File: src/rtl/control_sequencer_if.sv
// Control bus between the hardwired sequencer and the datapath / select-encode stage.
// The sequencer is the master: it consumes opcode and mem_ready and drives every strobe.
interface control_sequencer_if;
    logic [4:0] opcode;
    logic       mem_ready;
    logic       Gra, Grb, Grc;
    logic       Rin, Rout, BAout, Cout;
    logic       PCout, PCin, IncPC, IRin;
    logic       MARin, MDRin, MDRout;
    logic       Read, Write;
    logic       Yin, Zin, Zlowout, Zhighout, HIin, LOin;
    logic [4:0] alu_op;
    logic       run;

    modport master (
        input  opcode, mem_ready,
        output Gra, Grb, Grc, Rin, Rout, BAout, Cout,
               PCout, PCin, IncPC, IRin, MARin, MDRin, MDRout,
               Read, Write, Yin, Zin, Zlowout, Zhighout, HIin, LOin,
               alu_op, run
    );

    modport slave (
        output opcode, mem_ready,
        input  Gra, Grb, Grc, Rin, Rout, BAout, Cout,
               PCout, PCin, IncPC, IRin, MARin, MDRin, MDRout,
               Read, Write, Yin, Zin, Zlowout, Zhighout, HIin, LOin,
               alu_op, run
    );
endinterface

File: src/rtl/control_sequencer.sv
// Hardwired multi-cycle control unit: fetch in T0-T2, per-class execute in T3-T7.
// Moore outputs decoded from the state and the opcode captured in T3.
module control_sequencer (
    input  logic                 clock,
    input  logic                 reset,
    control_sequencer_if.master  bus
);

    typedef enum logic [3:0] {
        S_RST, S_T0, S_T1, S_T2, S_T3, S_T4, S_T5, S_T6, S_T7, S_HALT
    } state_t;

    typedef enum logic [3:0] {
        C_ALU, C_IMM, C_LDI, C_LD, C_ST, C_MUL, C_NEG, C_HALT, C_NONE
    } cls_t;

    typedef struct packed {
        logic gra, grb, grc, rin, rout, baout, cout;
        logic pcout, pcin, incpc, irin;
        logic marin, mdrin, mdrout, rd, wr;
        logic yin, zin, zlowout, zhighout, hiin, loin;
    } ctl_t;

    localparam logic [4:0] ALU_ADD = 5'b00011;

    state_t     state, state_nxt;
    cls_t       cls;
    ctl_t       ctl;
    logic [4:0] alu;
    logic       run;
    logic [4:0] op_q;
    logic [4:0] cur_op;
    logic       fetch_wait;

    function automatic cls_t decode(input logic [4:0] op);
        cls_t c;
        case (op) inside
            [5'b00011:5'b01011]: c = C_ALU;
            [5'b01100:5'b01110]: c = C_IMM;
            5'b00001:            c = C_LDI;
            5'b00000:            c = C_LD;
            5'b00010:            c = C_ST;
            5'b01111, 5'b10000:  c = C_MUL;
            5'b10001, 5'b10010:  c = C_NEG;
            5'b11011:            c = C_HALT;
            default:             c = C_NONE;
        endcase
        return c;
    endfunction

    // During T3 the live opcode is decoded; afterwards only the captured copy matters.
    assign cur_op = (state == S_T3) ? bus.opcode : op_q;
    assign cls    = decode(cur_op);

    always_ff @(posedge clock or posedge reset) begin
        if (reset) begin
            state      <= S_RST;
            fetch_wait <= 1'b0;
        end else begin
            state      <= state_nxt;
            fetch_wait <= (state == S_T1) && !bus.mem_ready;
        end
    end

    always_ff @(posedge clock) begin
        if (state == S_T3)
            op_q <= bus.opcode;
    end

    always_comb begin
        state_nxt = state;
        case (state)
            S_RST:  state_nxt = S_T0;
            S_T0:   state_nxt = S_T1;
            S_T1:   state_nxt = bus.mem_ready ? S_T2 : S_T1;
            S_T2:   state_nxt = S_T3;
            S_T3: begin
                case (cls)
                    C_HALT:  state_nxt = S_HALT;
                    C_NONE:  state_nxt = S_T0;
                    default: state_nxt = S_T4;
                endcase
            end
            S_T4:   state_nxt = (cls == C_NEG) ? S_T0 : S_T5;
            S_T5:   state_nxt = (cls == C_LD || cls == C_ST || cls == C_MUL) ? S_T6 : S_T0;
            S_T6: begin
                case (cls)
                    C_LD:    state_nxt = bus.mem_ready ? S_T7 : S_T6;
                    C_ST:    state_nxt = S_T7;
                    default: state_nxt = S_T0;
                endcase
            end
            S_T7: begin
                if (cls == C_ST)
                    state_nxt = bus.mem_ready ? S_T0 : S_T7;
                else
                    state_nxt = S_T0;
            end
            S_HALT: state_nxt = S_HALT;
            default: state_nxt = S_RST;
        endcase
    end

    always_comb begin
        ctl = '0;
        alu = ALU_ADD;
        run = (state != S_HALT);
        case (state)
            S_T0: begin
                ctl.pcout = 1'b1; ctl.marin = 1'b1; ctl.incpc = 1'b1; ctl.zin = 1'b1;
            end
            S_T1: begin
                // PC is reloaded only once even if the fetch read stalls.
                ctl.zlowout = 1'b1; ctl.pcin = !fetch_wait; ctl.rd = 1'b1; ctl.mdrin = 1'b1;
            end
            S_T2: begin
                ctl.mdrout = 1'b1; ctl.irin = 1'b1;
            end
            S_T3: begin
                case (cls)
                    C_ALU, C_IMM: begin ctl.grb = 1'b1; ctl.rout = 1'b1; ctl.yin = 1'b1; end
                    C_LDI, C_LD, C_ST: begin ctl.grb = 1'b1; ctl.baout = 1'b1; ctl.yin = 1'b1; end
                    C_MUL: begin ctl.gra = 1'b1; ctl.rout = 1'b1; ctl.yin = 1'b1; end
                    C_NEG: begin ctl.grb = 1'b1; ctl.rout = 1'b1; ctl.zin = 1'b1; alu = cur_op; end
                    default: ;
                endcase
            end
            S_T4: begin
                case (cls)
                    C_ALU: begin ctl.grc = 1'b1; ctl.rout = 1'b1; ctl.zin = 1'b1; alu = cur_op; end
                    C_IMM: begin ctl.cout = 1'b1; ctl.zin = 1'b1; alu = cur_op; end
                    C_LDI, C_LD, C_ST: begin ctl.cout = 1'b1; ctl.zin = 1'b1; end
                    C_MUL: begin ctl.grb = 1'b1; ctl.rout = 1'b1; ctl.zin = 1'b1; alu = cur_op; end
                    C_NEG: begin ctl.zlowout = 1'b1; ctl.gra = 1'b1; ctl.rin = 1'b1; end
                    default: ;
                endcase
            end
            S_T5: begin
                case (cls)
                    C_ALU, C_IMM, C_LDI: begin ctl.zlowout = 1'b1; ctl.gra = 1'b1; ctl.rin = 1'b1; end
                    C_LD, C_ST: begin ctl.zlowout = 1'b1; ctl.marin = 1'b1; end
                    C_MUL: begin ctl.zlowout = 1'b1; ctl.loin = 1'b1; end
                    default: ;
                endcase
            end
            S_T6: begin
                case (cls)
                    C_LD:  begin ctl.rd = 1'b1; ctl.mdrin = 1'b1; end
                    C_ST:  begin ctl.gra = 1'b1; ctl.rout = 1'b1; ctl.mdrin = 1'b1; end
                    C_MUL: begin ctl.zhighout = 1'b1; ctl.hiin = 1'b1; end
                    default: ;
                endcase
            end
            S_T7: begin
                case (cls)
                    C_LD: begin ctl.mdrout = 1'b1; ctl.gra = 1'b1; ctl.rin = 1'b1; end
                    C_ST: ctl.wr = 1'b1;
                    default: ;
                endcase
            end
            default: ;
        endcase
    end

    assign bus.Gra      = ctl.gra;
    assign bus.Grb      = ctl.grb;
    assign bus.Grc      = ctl.grc;
    assign bus.Rin      = ctl.rin;
    assign bus.Rout     = ctl.rout;
    assign bus.BAout    = ctl.baout;
    assign bus.Cout     = ctl.cout;
    assign bus.PCout    = ctl.pcout;
    assign bus.PCin     = ctl.pcin;
    assign bus.IncPC    = ctl.incpc;
    assign bus.IRin     = ctl.irin;
    assign bus.MARin    = ctl.marin;
    assign bus.MDRin    = ctl.mdrin;
    assign bus.MDRout   = ctl.mdrout;
    assign bus.Read     = ctl.rd;
    assign bus.Write    = ctl.wr;
    assign bus.Yin      = ctl.yin;
    assign bus.Zin      = ctl.zin;
    assign bus.Zlowout  = ctl.zlowout;
    assign bus.Zhighout = ctl.zhighout;
    assign bus.HIin     = ctl.hiin;
    assign bus.LOin     = ctl.loin;
    assign bus.alu_op   = alu;
    assign bus.run      = run;

endmodule

File: src/flat_wrapper.sv
// flat-port wrapper written by rule: the top's interface ports become plain ports
module control_sequencer_flat 
  (clock, reset, bus_opcode, bus_mem_ready, bus_Gra, bus_Grb, bus_Grc, bus_Rin, bus_Rout, bus_BAout, bus_Cout, bus_PCout, bus_PCin, bus_IncPC, bus_IRin, bus_MARin, bus_MDRin, bus_MDRout, bus_Read, bus_Write, bus_Yin, bus_Zin, bus_Zlowout, bus_Zhighout, bus_HIin, bus_LOin, bus_alu_op, bus_run);
  control_sequencer_if bus_i ();
  input  logic clock;
  input  logic reset;
  input wire logic [$bits(bus_i.opcode)-1:0] bus_opcode;
  input wire logic [$bits(bus_i.mem_ready)-1:0] bus_mem_ready;
  output wire logic [$bits(bus_i.Gra)-1:0] bus_Gra;
  output wire logic [$bits(bus_i.Grb)-1:0] bus_Grb;
  output wire logic [$bits(bus_i.Grc)-1:0] bus_Grc;
  output wire logic [$bits(bus_i.Rin)-1:0] bus_Rin;
  output wire logic [$bits(bus_i.Rout)-1:0] bus_Rout;
  output wire logic [$bits(bus_i.BAout)-1:0] bus_BAout;
  output wire logic [$bits(bus_i.Cout)-1:0] bus_Cout;
  output wire logic [$bits(bus_i.PCout)-1:0] bus_PCout;
  output wire logic [$bits(bus_i.PCin)-1:0] bus_PCin;
  output wire logic [$bits(bus_i.IncPC)-1:0] bus_IncPC;
  output wire logic [$bits(bus_i.IRin)-1:0] bus_IRin;
  output wire logic [$bits(bus_i.MARin)-1:0] bus_MARin;
  output wire logic [$bits(bus_i.MDRin)-1:0] bus_MDRin;
  output wire logic [$bits(bus_i.MDRout)-1:0] bus_MDRout;
  output wire logic [$bits(bus_i.Read)-1:0] bus_Read;
  output wire logic [$bits(bus_i.Write)-1:0] bus_Write;
  output wire logic [$bits(bus_i.Yin)-1:0] bus_Yin;
  output wire logic [$bits(bus_i.Zin)-1:0] bus_Zin;
  output wire logic [$bits(bus_i.Zlowout)-1:0] bus_Zlowout;
  output wire logic [$bits(bus_i.Zhighout)-1:0] bus_Zhighout;
  output wire logic [$bits(bus_i.HIin)-1:0] bus_HIin;
  output wire logic [$bits(bus_i.LOin)-1:0] bus_LOin;
  output wire logic [$bits(bus_i.alu_op)-1:0] bus_alu_op;
  output wire logic [$bits(bus_i.run)-1:0] bus_run;
  assign bus_i.opcode = bus_opcode;
  assign bus_i.mem_ready = bus_mem_ready;
  assign bus_Gra = bus_i.Gra;
  assign bus_Grb = bus_i.Grb;
  assign bus_Grc = bus_i.Grc;
  assign bus_Rin = bus_i.Rin;
  assign bus_Rout = bus_i.Rout;
  assign bus_BAout = bus_i.BAout;
  assign bus_Cout = bus_i.Cout;
  assign bus_PCout = bus_i.PCout;
  assign bus_PCin = bus_i.PCin;
  assign bus_IncPC = bus_i.IncPC;
  assign bus_IRin = bus_i.IRin;
  assign bus_MARin = bus_i.MARin;
  assign bus_MDRin = bus_i.MDRin;
  assign bus_MDRout = bus_i.MDRout;
  assign bus_Read = bus_i.Read;
  assign bus_Write = bus_i.Write;
  assign bus_Yin = bus_i.Yin;
  assign bus_Zin = bus_i.Zin;
  assign bus_Zlowout = bus_i.Zlowout;
  assign bus_Zhighout = bus_i.Zhighout;
  assign bus_HIin = bus_i.HIin;
  assign bus_LOin = bus_i.LOin;
  assign bus_alu_op = bus_i.alu_op;
  assign bus_run = bus_i.run;
  control_sequencer u_core (.clock(clock), .reset(reset), .bus(bus_i));
endmodule
File: config.mk
export PLATFORM = sky130hd
export DESIGN_NAME = control_sequencer_flat
export DESIGN_NICKNAME = d
export VERILOG_FILES = /design/src/rtl/control_sequencer_if.sv /design/src/rtl/control_sequencer.sv /design/src/flat_wrapper.sv
export SDC_FILE = /design/constraint.sdc
export NUM_CORES = 1
export LEC_CHECK = 0
export CAP_MARGIN = 20
export CORE_MARGIN = 1
export CORE_UTILIZATION = 40
export DETAILED_ROUTE_END_ITERATION = 7
export MAX_ROUTING_LAYER = met4
export PLACE_DENSITY = 0.71
export SLEW_MARGIN = 30
export SYNTH_ARGS = -nofsm -noshare
export SYNTH_HDL_FRONTEND = slang
export SYNTH_SLANG_ARGS = --single-unit
File: constraint.sdc
create_clock -name clock -period 2.4 [get_ports clock]
set_input_delay 0.24 -clock clock [delete_from_list [all_inputs] [get_ports clock]]
set_output_delay 0.24 -clock clock [all_outputs]
set_load 0.1 [all_outputs]
Word-level counts from Yosys, hierarchy flattened
Cells that the tools add are included.

Latch bits: 0. Memories: 0. Bits in read-only memories: 0. Flip-flop bits (word level): 10. Input port bits: 8. Output and inout port bits: 28. RAM bits: 0.

Eq/ne operators: 25. Add/sub/neg operators: 0. Bitwise gates (word level): 0. Muxes and demuxes: 55. Order comparisons: 4. Shifts and indexed selects: 0. Multipliers: 0. Reduce and logical (&&, ||, !) cells: 21. Divide/modulo/power cells: 0.

Operators with widths (number): 4-bit two-way mux (11); 4-bit case mux with 10 select lines (1); 4-bit by 3-bit == test with 1-bit output, second input constant (8); 1-bit two-way mux (23); 5-bit == test, second input constant (4); 4-bit by 2-bit == test with 1-bit output, second input constant (4); 4-bit case mux with 2 select lines (2); 5-bit two-way mux (3); 4-bit == test, second input constant (3); 1-bit case mux with 3 select lines (4); 6-bit OR reduction (2); 5-bit by 4-bit <= comparator with 1-bit output, second input constant (2); 1-bit case mux with 2 select lines (5); 5-bit case mux with 2 select lines (1); 3-bit OR reduction (3); 4-bit by 1-bit == test with 1-bit output, second input constant (2); 4-bit zero test (2); 2-bit OR reduction (4); 4-bit OR reduction (2); 3-bit two-way mux (2); 5-bit by 1-bit == test with 1-bit output, second input constant (1); 5-bit by 2-bit == test with 1-bit output, second input constant (1); 5-bit by 4-bit == test with 1-bit output, second input constant (1); 5-bit by 2-bit greater-or-equal comparator with 1-bit output, second input constant (1); other kinds (8) (13).

Longest topological paths before layout
Word-level depth: 16. Gate-level depth with buffers: 8. Depth with buffers taken out: 5.

Least setup slack after synthesis
Ideal clock, no wire load.

Path type: register to output. Start point: register u_core.state[0]. End point: output bus_Cout. Cell stages (with the launch flop): 6. Arrival: 5865 ps. Path slack: -3705 ps. Required time: 2160 ps. Path through: dfrtp_1 -> buf_4 -> nor4b_4 -> buf_4 -> o21ai_0 -> a2111oi_0.

Word-level cells in the longest chain between the ends: 15.

Ends and longest elaborated chain: start, declared (RTL line control_sequencer.sv:26) `state_t state, state_nxt;`; start signal, assigned (RTL line control_sequencer.sv:60) `state <= state_nxt;`; 4-bit by 3-bit == test with 1-bit output (RTL line control_sequencer.sv:52) `assign cur_op = (state == S_T3) ? bus.opcode : op_q;`; 5-bit two-way mux; 5-bit == test (RTL line control_sequencer.sv:53) `assign cls = decode(cur_op);`; 4-bit two-way mux or 2-bit OR reduction (tied branches) (RTL line control_sequencer.sv:37) `case (op) inside`; 4-bit two-way mux (7 in a row) (RTL line control_sequencer.sv:37); 4-bit by 1-bit == test with 1-bit output, or another cell as far along (RTL line control_sequencer.sv:129) `case (cls)`; 4-bit OR reduction (no line); 1-bit two-way mux (RTL line control_sequencer.sv:129); 1-bit two-way mux * (RTL line control_sequencer.sv:108) `case (state)`; end, declared (RTL line flat_wrapper.sv:15) `output wire logic [$bits(bus_i.Cout)-1:0] bus_Cout;`.

Every way passes the cells marked *; elsewhere a longest branch is shown, timed or not.

Final worst setup path
Start point: register u_core.op_q[2]. End point: output bus_Grb.

Word-level cells in the longest chain between the ends: 14.

Ends and longest elaborated chain: start, declared (RTL line control_sequencer.sv:31) `logic [4:0] op_q;`; start signal, assigned (RTL line control_sequencer.sv:67) `op_q <= bus.opcode;`; 5-bit two-way mux *; 5-bit == test (RTL line control_sequencer.sv:53); 4-bit two-way mux or 2-bit OR reduction (tied branches) (RTL line control_sequencer.sv:37); 4-bit two-way mux (6 in a row) (RTL line control_sequencer.sv:37); 4-bit two-way mux * (RTL line control_sequencer.sv:37); 4-bit by 1-bit == test with 1-bit output, or another cell as far along (RTL line control_sequencer.sv:120) `case (cls)`; 6-bit OR reduction (no line); 1-bit two-way mux (RTL line control_sequencer.sv:120); 1-bit case mux with 2 select lines * (RTL line control_sequencer.sv:108); end, declared (RTL line flat_wrapper.sv:10) `output wire logic [$bits(bus_i.Grb)-1:0] bus_Grb;`.

Marked as above.

==> summary.md <==
| Metric | Value |
|---|---|
| Status | finished with violations |
| Failing checks | negative setup slack |
| Worst VDD drop | between 1.5 and 2 mV |
| Worst Path Max Fanout | 9 |
| Drt first-iter violations | 85 |
| Vias in the first global route | about 1,400 |
| Final Routed Wirelength | around 5 mm |
| Wire per inst | 20.2 microns |
| Internal Pwr Total | about 1.3 mW |
| Sequential fraction of design power | a little over an eighth |
| Yosys cell types | 51 |
| Port Buffer Count | 35 |
| Mux cell area share after synthesis | 5.52% |
| Vias post-DR | between 1,500 and 2,000 |
| Largest family of logic cells by synthesized area | simple AND/OR/NAND/NOR gates |
| Slew @ Worst Pin | ~0.56 ns |
| #FFs+latches synth | 10 |
| Startpoint Class | register |
| Critical path arrival | between 2 and 2.5 ns |
| Final nets | roughly 220 |
| DR pass1 iterations | 5 |
| Ys flop type | dfxtp_1 |
| Ports | 36 |
| Share of layout cells above drive strength 1 | roughly 50% |
| Die area | about 3000 sq um |
| Setup Viol. Count Final | 11 |
| Clk slew on worst S/H paths | approximately 0.090 ns |
| First-pass GRT wire length | between 6 and 7 mm |
| CP required | roughly 2.2 ns |
| Fmax | between 0.3 and 0.4 GHz |
| Max_cap viols | 0 |
| Fillers | ~130 |
| Drt drc | 0 |
| Antenna Violating Nets Remaining | 0 |
| Tmin final | 2.54 ns |
| Clk root buf | clkbuf_4 |
| Syn. warnings | 0 |
| Post-Synth XOR/XNOR Area | about 3.2% |
| Synth top area share | a little under an eighth |
| Mapped Area | 1110 sq um |
| Worst Slack Setup Final | -0.139 ns |
| Critical Path End Type | output port |
| CTS tree | done |
| Die H | roughly 55 microns |
| DP Area | ~2000 sq um |
| Pwr dens | around 1500 nW/um^2 |
| Net Sw Power | 1.88 mW |
| Num rows | 18 |
| Compound-gate portion of the synthesized area | 23.6% |
| Pins Over Slew Limit | 0 |
| Final hold vios | 0 |
| Core region area | ~2500 sq um |
| Synth cell count leaders | 26 x nand2_1, 15 x nor2_1, 9 x clkbuf_1, 8 x o21ai_0, 7 x nand3_1 |
| Cells after Synth | approximately 160 |
| Total GRT Usage | about 34% |
| Sw frac | about three fifths |
| Syn nets | 164 |
| Synthesized area per cell | 7.12 sq um |
| Synth area leaders | dfrtp_1 11%, dfxtp_1 9.0%, nand2_1 8.8% |
| Crit path kind | register to output port |
| Sequential area share after synthesis | slightly above 20% |
| Gr ovfl total | 0 |
| P_leak | between 0.9 and 1 nW |
| Worst clock skew | 0.0176 ns |
| Yosys top cell by area | dfrtp_1 |
| Diodes inserted | 0 |
| CTS Hold Bufs | 0 |
| Vias/cell | slightly above 6 |
| Die W | roughly 55 microns |
| Pin count of the biggest net entering global routing | 14 |
| Worst-case clock buffer depth | 2 |
| Slew margin rel. | roughly 63% |
| Post-Route Setup TNS | -0.793 ns |
| Most common cell in the netlist | nand2_1 |
| Synth async-reset ratio | about half |
| Total power | approximately 3.2 mW |
| Initial antenna violation count | 0 |
| DP Wirelength | about 3.3 mm |
| Clock sink count | 10 |
| Synth-to-layout area growth | 99.2% |
| H-tree Lvls | 1 |
| RSZ-0062 raised after global routing | true |
| Worst skew pair latency | about 0.30 ns |
| Min-delay worst type | primary input to asynchronous set/reset pin |
| Post-synth EDFFs | 0 |
| Adder-cell share of the synthesized area | 0% |
| Clock power share | under 10% |
| Gate power share | about 82% |
| Simple-gate share of the synthesized area | approximately 37% |
| Routability congestion estimate | 0.990 |
| Design area | approximately 2200 sq um |
| Final period util | 106% |
| Starting density of the core | 43.7% |
| Total CTS buffers | 3 |
-- through the flow --
stage	util [%]	hold WS (ns)	instances	setup slack (ns)
floorplan	-	0.0185	156	-0.744
detailed placement	77.0	0.461	225	0.0136
CTS	81.8	0.155	235	-0.0538
global placement	77.0	0.459	225	0.0603
global route	87.0	0.167	242	-0.194
finish	87.0	0.131	242	-0.139
-- layout by cell type (no fill, tap or decap), drive strengths merged, types with 2 or more instances in the layout --
cell type / Yosys / routed
a211oi: 2 / 2
o21ai: 9 / 9
mux2i: 5 / 5
a21boi: 2 / 2
nor3: 2 / 2
nor4: 3 / 3
xnor2: 3 / 3
nand3: 7 / 7
o22a: 2 / 2
clkbuf: 10 / 5
nand2: 26 / 26
o211ai: 4 / 4
dfxtp: 5 / 5
o31ai: 2 / 2
and3: 2 / 2
nand4: 2 / 2
dfrtp: 5 / 5
a21o: 3 / 3
inv: 6 / 6
nor2: 15 / 15
or4: 3 / 3
buf: 8 / 62
nor4b: 3 / 3
a211o: 2 / 2
and2: 2 / 2
nor2b: 5 / 5
clkdlybuf4s50: 0 / 7
or3: 2 / 2
-- metal layers --
layer | vias up | wire length, microns | track usage, %
li1 | 669 | - | -
met3 | 23 | 467 | 4.44
met5 | - | 0 | -
met1 | 705 | 1850 | 40.6
met4 | 0 | 237 | 21.8
met2 | 107 | 2320 | 52.2
-- cell families after synthesis --
kind of cell,count (synthesis)
AND/OR/NAND/NOR,76
AO/OA/AOI/OAI,36
buffers and inverters,24
flip-flops,10
multiplexers,6
XOR/XNOR,4
-- layout make-up --
class / count / area [sq um] / area share, %
Sequential cell: 10 / 231 / 10.5
Timing Repair Buffer: 70 / 898 / 40.6
Inverter: 6 / 22.5 / 1.02
Multi-Input combinational cell: 122 / 987 / 44.6
Clock buffer: 4 / 36.3 / 1.64
Tap cell: 30 / 37.5 / 1.70
-- power by group through the flow --
stage / clock network (mW) / registers, mW / logic (mW)
after CTS: 0.162 / 0.401 / 2.46
after detailed placement: 0 / 0.387 / 2.35
final: 0.169 / 0.418 / 2.64
after global placement: 0 / 0.374 / 2.33
after floorplan: 0 / 0.266 / 1.72
after global routing: 0.177 / 0.426 / 2.73
-- timing repair --
| action | in CTS | in global routing |
|---|---|---|
| buffers inserted | 6 | 6 |
| endpoints found under the setup margin | 14 | 16 |
| gates resized for setup | 12 | 12 |
| gates cloned | 0 | 1 |
| pin swaps | 1 | 4 |
| endpoints found under the hold margin | 0 | 0 |
-- worst max-delay path: stages, from the launching register on --
cell and delay [ns]:
dfxtp_4 0.39, or4_4 0.53, mux2i_2 0.29, mux2i_1 0.16
buf_4 0.19, a31o_2 0.26, buf_12 0.16
-- sequential cells by signal, indices dropped and copies added (netlist names) --
| signal | flops |
|---|---|
| u_core.state | 4 |
| u_core.fetch_wait | 1 |
| u_core.op_q | 5 |
-- final timing paths --
path	start	endpoint	slack, ns	depth (start not counted)
hold / removal	reset	u_core.fetch_wait	0.13	2
setup reg to reg	u_core.state[3]	u_core.state[2]	0.22	7
setup / recovery	u_core.op_q[2]	bus_Grb	-0.14	6
min in group clock	u_core.op_q[1]	u_core.op_q[1]	0.53	2
max in group asynchronous	reset	u_core.state[0]	2.07	2
hold reg to reg	u_core.op_q[1]	u_core.op_q[1]	0.53	2
Power figures use the tool's default switching activity.
